## src/rtl/fp_adder_pkg.sv

```systemverilog
// Shared types and constants for the FP adder host: FSM states, default widths
// and the layout of the serial setup word.
package fp_adder_pkg;

  localparam int DATA_W_DEF    = 32;
  localparam int SETUP_W_DEF   = 8;
  localparam int SU_SUB_LSB    = 5;
  localparam int SU_LANE_LSB   = 1;
  localparam int SU_INTCLK_BIT = 0;

  typedef enum logic [2:0] {IDLE, LOAD, WAIT_RDY, READ, DONE} state_e;

  // Bit 0 stays low so the device runs from its internal clock.
  function automatic logic [SETUP_W_DEF-1:0] make_setup(input logic [2:0] sub_op,
                                                        input logic [3:0] lane_en);
    logic [SETUP_W_DEF-1:0] w;
    w                   = '0;
    w[SU_SUB_LSB +: 3]  = sub_op;
    w[SU_LANE_LSB +: 4] = lane_en;
    w[SU_INTCLK_BIT]    = 1'b0;
    return w;
  endfunction

endpackage

```

## src/rtl/fp_host_shifter.sv

```systemverilog
// Multi-lane parallel-load, MSB-first shift register with a shared bit counter;
// used both to serialise operands and to deserialise the device result.
module fp_host_shifter #(
  parameter  int LANES = 1,
  parameter  int W     = 32,
  localparam int CW    = $clog2(W + 1)
) (
  input  logic                      clk_i,
  input  logic                      rst_i,
  input  logic                      load_i,
  input  logic [LANES-1:0][W-1:0]   load_val_i,
  input  logic                      shift_i,
  input  logic [LANES-1:0]          ser_i,
  output logic [LANES-1:0]          ser_o,
  output logic [LANES-1:0][W-1:0]   par_o,
  output logic [CW-1:0]             cnt_o
);

  logic [LANES-1:0][W-1:0] sr_q, sr_d;
  logic [CW-1:0]           cnt_q, cnt_d;

  always_comb begin
    sr_d  = sr_q;
    cnt_d = cnt_q;
    if (load_i) begin
      sr_d  = load_val_i;
      cnt_d = '0;
    end else if (shift_i) begin
      for (int l = 0; l < LANES; l++) sr_d[l] = {sr_q[l][W-2:0], ser_i[l]};
      cnt_d = cnt_q + CW'(1);
    end
  end

  always_ff @(posedge clk_i) begin
    if (rst_i) begin
      sr_q  <= '0;
      cnt_q <= '0;
    end else begin
      sr_q  <= sr_d;
      cnt_q <= cnt_d;
    end
  end

  for (genvar l = 0; l < LANES; l++) begin : g_lane
    assign ser_o[l] = sr_q[l][W-1];
  end

  assign par_o = sr_q;
  assign cnt_o = cnt_q;

endmodule

```

## src/rtl/fp_adder_host.sv

```systemverilog
// Host-side controller for a serial FP adder: ships four operands plus a setup
// word, waits (bounded) for ready, then reads the serial result back.
module fp_adder_host
  import fp_adder_pkg::*;
#(
  parameter int DATA_W   = DATA_W_DEF,
  parameter int SETUP_W  = SETUP_W_DEF,
  parameter int READ_LAT = 1,
  parameter int TIMEOUT  = 1024
) (
  input  logic              clk_in,
  input  logic              rst_in,
  input  logic              start_in,
  input  logic [DATA_W-1:0] a_in,
  input  logic [DATA_W-1:0] b_in,
  input  logic [DATA_W-1:0] c_in,
  input  logic [DATA_W-1:0] d_in,
  input  logic [2:0]        sub_op_in,
  input  logic [3:0]        lane_en_in,
  output logic              busy_out,
  output logic              done_out,
  output logic              timeout_out,
  output logic [DATA_W-1:0] result_out,
  output logic              dev_serial1_out,
  output logic              dev_serial2_out,
  output logic              dev_serial3_out,
  output logic              dev_serial4_out,
  output logic              dev_setup_serial_out,
  output logic              dev_wr_out,
  output logic              dev_output_read_out,
  input  logic              dev_output_rdy_in,
  input  logic              dev_serial_in
);

  localparam int RD_CYC   = DATA_W + READ_LAT;
  localparam int CNT_MAX  = (TIMEOUT > RD_CYC) ? TIMEOUT : RD_CYC;
  localparam int CNT_W    = $clog2(CNT_MAX + 1);
  localparam int BC_W     = $clog2(DATA_W + 1);
  localparam int TX_LANES = 5;

  state_e            state_q, state_d;
  logic [CNT_W-1:0]  cnt_q, cnt_d;
  logic [DATA_W-1:0] result_q, result_d;
  logic              to_q, to_d;

  logic [TX_LANES-1:0][DATA_W-1:0] tx_val, tx_par;
  logic [TX_LANES-1:0]             tx_ser;
  logic [BC_W-1:0]                 tx_cnt, rx_cnt;
  logic [0:0][DATA_W-1:0]          rx_par;
  logic [0:0]                      rx_ser;
  logic                            tx_load, rx_load, rx_shift, in_load;
  logic [SETUP_W-1:0]              setup_w;
  logic                            unused_ok;

  // The setup word rides as a fifth lane, zero-padded so it lands in the last SETUP_W bits.
  assign setup_w = SETUP_W'(make_setup(sub_op_in, lane_en_in));
  assign tx_val  = {{{(DATA_W-SETUP_W){1'b0}}, setup_w}, a_in, b_in, c_in, d_in};
  assign in_load = (state_q == LOAD);

  fp_host_shifter #(.LANES(TX_LANES), .W(DATA_W)) u_tx (
    .clk_i(clk_in), .rst_i(rst_in), .load_i(tx_load), .load_val_i(tx_val),
    .shift_i(in_load), .ser_i('0), .ser_o(tx_ser), .par_o(tx_par), .cnt_o(tx_cnt)
  );

  fp_host_shifter #(.LANES(1), .W(DATA_W)) u_rx (
    .clk_i(clk_in), .rst_i(rst_in), .load_i(rx_load), .load_val_i('0),
    .shift_i(rx_shift), .ser_i(dev_serial_in), .ser_o(rx_ser), .par_o(rx_par), .cnt_o(rx_cnt)
  );

  assign unused_ok = ^{tx_par, rx_cnt, rx_ser};

  always_comb begin
    state_d  = state_q;
    cnt_d    = cnt_q;
    result_d = result_q;
    to_d     = 1'b0;
    tx_load  = 1'b0;
    rx_load  = 1'b0;
    rx_shift = 1'b0;
    unique case (state_q)
      IDLE: if (start_in) begin
        state_d = LOAD;
        tx_load = 1'b1;
      end
      LOAD: if (tx_cnt == BC_W'(DATA_W - 1)) begin
        state_d = WAIT_RDY;
        cnt_d   = '0;
      end
      WAIT_RDY: begin
        if (dev_output_rdy_in) begin
          state_d = READ;
          cnt_d   = '0;
          rx_load = 1'b1;
        end else if (cnt_q == CNT_W'(TIMEOUT - 1)) begin
          state_d = DONE;
          to_d    = 1'b1;
        end else begin
          cnt_d = cnt_q + CNT_W'(1);
        end
      end
      READ: begin
        rx_shift = (cnt_q >= CNT_W'(READ_LAT));
        // Final bit is taken straight from the pin so result updates exactly at exit.
        if (cnt_q == CNT_W'(RD_CYC - 1)) begin
          state_d  = DONE;
          result_d = {rx_par[0][DATA_W-2:0], dev_serial_in};
        end else begin
          cnt_d = cnt_q + CNT_W'(1);
        end
      end
      DONE:    state_d = IDLE;
      default: state_d = IDLE;
    endcase
  end

  always_ff @(posedge clk_in) begin
    if (rst_in) begin
      state_q  <= IDLE;
      cnt_q    <= '0;
      result_q <= '0;
      to_q     <= 1'b0;
    end else begin
      state_q  <= state_d;
      cnt_q    <= cnt_d;
      result_q <= result_d;
      to_q     <= to_d;
    end
  end

  assign busy_out             = (state_q != IDLE);
  assign done_out             = (state_q == DONE);
  assign timeout_out          = (state_q == DONE) && to_q;
  assign result_out           = result_q;
  assign dev_wr_out           = in_load;
  assign dev_serial1_out      = in_load & tx_ser[0];
  assign dev_serial2_out      = in_load & tx_ser[1];
  assign dev_serial3_out      = in_load & tx_ser[2];
  assign dev_serial4_out      = in_load & tx_ser[3];
  assign dev_setup_serial_out = in_load & tx_ser[4];
  assign dev_output_read_out  = (state_q == READ) && (cnt_q < CNT_W'(DATA_W));

endmodule

```

## config.mk

```make
export PLATFORM = sky130hd
export DESIGN_NAME = fp_adder_host
export DESIGN_NICKNAME = d
export VERILOG_FILES = /design/src/rtl/fp_adder_pkg.sv /design/src/rtl/fp_host_shifter.sv /design/src/rtl/fp_adder_host.sv
export SDC_FILE = /design/constraint.sdc
export NUM_CORES = 1
export LEC_CHECK = 0
export ABC_AREA = 1
export BUFFER_PORTS_ARGS = -buffer_cell sky130_fd_sc_hd__buf_2
export CORE_ASPECT_RATIO = 1.2
export CORE_MARGIN = 5
export CORE_UTILIZATION = 48
export CTS_BUF_LIST = sky130_fd_sc_hd__clkbuf_4 sky130_fd_sc_hd__clkbuf_8
export CTS_CLUSTER_SIZE = 28
export DETAILED_ROUTE_END_ITERATION = 7
export PLACE_DENSITY = 0.69
export SYNTH_ARGS = -nofsm -noshare
export SYNTH_HDL_FRONTEND = slang
export SYNTH_HIERARCHICAL = 1
export SYNTH_SLANG_ARGS = --single-unit
```

## constraint.sdc

```tcl
create_clock -name clk_in -period 4.66 [get_ports clk_in]
set_clock_uncertainty 0.2 [all_clocks]
set_input_delay 0.699 -clock clk_in [delete_from_list [all_inputs] [get_ports clk_in]]
set_output_delay 0.699 -clock clk_in [all_outputs]
set_load 0.1 [all_outputs]
```

==> flow_summary.ini <==
[routing]
ant_nets = 0
via_per_inst = 4.59
dr.first_iter.drc_count = 559
totalWireLength_um = 25500
dr.pass1.iters = 5
drc = 0
routedWlPerCell_um = 11.0
vias = 10700

[cells_and_area]
fin_nets = 2130
drive_gt1_share_pct = 13.8
syn_to_final_growth_pct = 16.9
antennaDiodeCount = 0

[setup_path]
critPathCapture = dev_setup_serial_out
crit_buf_inv = 4
r2r-end = u_tx/par_o[40]$_SDFFE_PP0P_
r2r_slack_ns = 2.11
crit_slowest_cell = buf_2
crit_start = state_q[2]$_SDFFE_PP0P_
cp_cell_sequence = inv_1 > nand2_1 > nor2_1 > buf_4 > inv_1 > nor2_1 > buf_2
cp_max_fo = 12
end_kind = output pin
cp.depth = 7
worstPathRequired_ns = 3.76
path_delay_family = buffers and inverters
cp.arrival_ns = 2.19
startpoint_type = register
r2r_cells = 9
critPathMaxStageDelay_ns = 0.46
timing.rr.start = state_q[1]$_SDFFE_PP0P_
worstSetupPathType = register to output pin

[clocking]
post_cts.repair.setup_buffers = 0
clock_latency_ns = 0.53
cts_buffers = 42
clock_sinks = 244
cts-hold-fix-buffers = 0
ctsResizeCount = 0
cts_root_buf = clkbuf_8
ctsLongestPathBuffers = 3
clkTransAtPathRegs_ns = 0.06
cts_tree = yes
htreeDepth = 2

[synthesis]
avgSynthCellArea_um2 = 6.39
netlist_instances = 1793
syn_area_um2 = 11400
synth-warning-count = 6

[pwr]
p_leak_nw = 7.40
switching_share_pct = 27.5
power_mw = 4.91
seqPwrFrac_pct = 46.4
p_int_mw = 3.56
p_clk_share_pct = 39.1
power_density_nw_per_um2 = 367
p_switching_mw = 1.35
vdd_ir_drop_max_mv = 0.272
combPwrFrac_pct = 14.4

[worst_hold_path]
holdCritPathClass = register to register

[floorplanning]
coreArea_um2 = 23700
placementRows = 62
start_util_pct = 48.2
die_y_um = 179
io_pins = 182
die_w_um = 151
dieArea_um2 = 27100

[sta]
maxClockFrequency_ghz = 0.324
worstMarginPinSlew_ns = 1.11
layout_min_cycle_time_ns = 3.09
timing.setup.tns_ns = 0
slew_viol_final = 0
post-route-period-util_pct = 66.3
slew_headroom_pct = 26.3
hold_viol = 0
rsz0062_at_grt = no
setup_violations = 0

[global_routing]
grt_usage_pct = 18.8
overflow = 0
grt_antenna_before_repair = 0
grt_max_degree = 138
grt_pass1_vias = 9846
grt_pass1_wl_um = 43200

[placement]
port_buffers = 181
routabilityCongestion = 0.861
dpl.hpwl_um = 16400

[run]
drv_cap = 0

[run_status]
outcome = finished clean
==> cells in the final DEF (no fill, tap or decap), types with 3 or more instances in the layout <==
cell	n
clkbuf_8	49
ha_1	4
o21ai_0	38
a21boi_0	3
nor2_4	5
dfxtp_1	244
buf_2	181
clkinv_2	4
a21boi_1	4
conb_1	61
inv_1	251
nand4_1	6
a21oi_1	48
nand3_1	202
buf_4	5
nand2_1	810
nor2_2	3
nor2_1	49
nor3_1	6
clkbuf_4	13
buf_12	4
==> through the flow <==
step | hold slack [ns] | setup WS, ns | area, µm² | util [%] | instances
2_1_floorplan | 0.243 | 0.272 | 11700 | - | 1853
4_1_cts | 0.223 | 1.51 | 13400 | 56.4 | 2330
3_3_place_gp | 0.229 | 1.91 | 12500 | 52.9 | 2262
6_report | 0.239 | 1.57 | 13400 | 56.4 | 2330
3_5_place_dp | 0.234 | 1.90 | 12500 | 52.9 | 2262
5_1_grt | 0.251 | 1.37 | 13400 | 56.4 | 2330
==> flip-flops by register name, summed over array words and instances (netlist names) <==
| name | flops |
|---|---|
| cnt_q | 11 |
| result_out | 32 |
| state_q | 3 |
| to_q | 1 |
| u_rx/par_o | 31 |
| u_tx/cnt_o | 6 |
| u_tx/par_o | 160 |
==> how the worst min path moves through the flow <==
stage	startpoint	end	depth (start not counted)
final	result_out[14]$_SDFFE_PP0P_	result_out[14]$_SDFFE_PP0P_	2
after global routing	b_in[11]	u_tx/par_o[75]$_SDFFE_PP0P_	5
after CTS	b_in[11]	u_tx/par_o[75]$_SDFFE_PP0P_	5
after detailed placement	result_out[14]$_SDFFE_PP0P_	result_out[14]$_SDFFE_PP0P_	2
after global placement	result_out[30]$_SDFFE_PP0P_	result_out[30]$_SDFFE_PP0P_	2
after floorplan	u_tx/par_o[125]$_SDFFE_PP0P_	u_tx/par_o[126]$_SDFFE_PP0P_	2
==> power groups by stage <==
| stage | clock (mW) | sequential, mW | combinational, mW |
|---|---|---|---|
| after detailed placement | 0 | 2.32 | 0.715 |
| after global placement | 0 | 2.32 | 0.705 |
| after CTS | 1.99 | 2.28 | 0.718 |
| final | 1.92 | 2.28 | 0.709 |
| after floorplan | 0 | 2.31 | 0.563 |
| after global routing | 2.08 | 2.29 | 0.818 |
==> worst min-delay path: cells and delay by family (launching register included) <==
family / cells / cell delay, ns
compound gates: 1 / 0.04
buf+inv: 1 / 0.04
flops: 1 / 0.30
==> layout make-up <==
cell class,count,area [µm²]
fillers,2396,10400
inverters,255,962
multi-input cells,1253,5280
clock buffers,62,772
repair buffers,190,1020
clock inverters,6,57.6
flip-flops and latches,244,4880
well taps,320,400
==> routing by layer <==
metal,GRT usage [%],vias to the layer above,part of all wire (%)
li1,-,5723,-
met1,23.5,4725,46
met2,32.4,202,47
met3,4.07,43,5.4
met4,5.82,0,2.3
met5,0,-,0
Power figures use the tool's default switching activity.
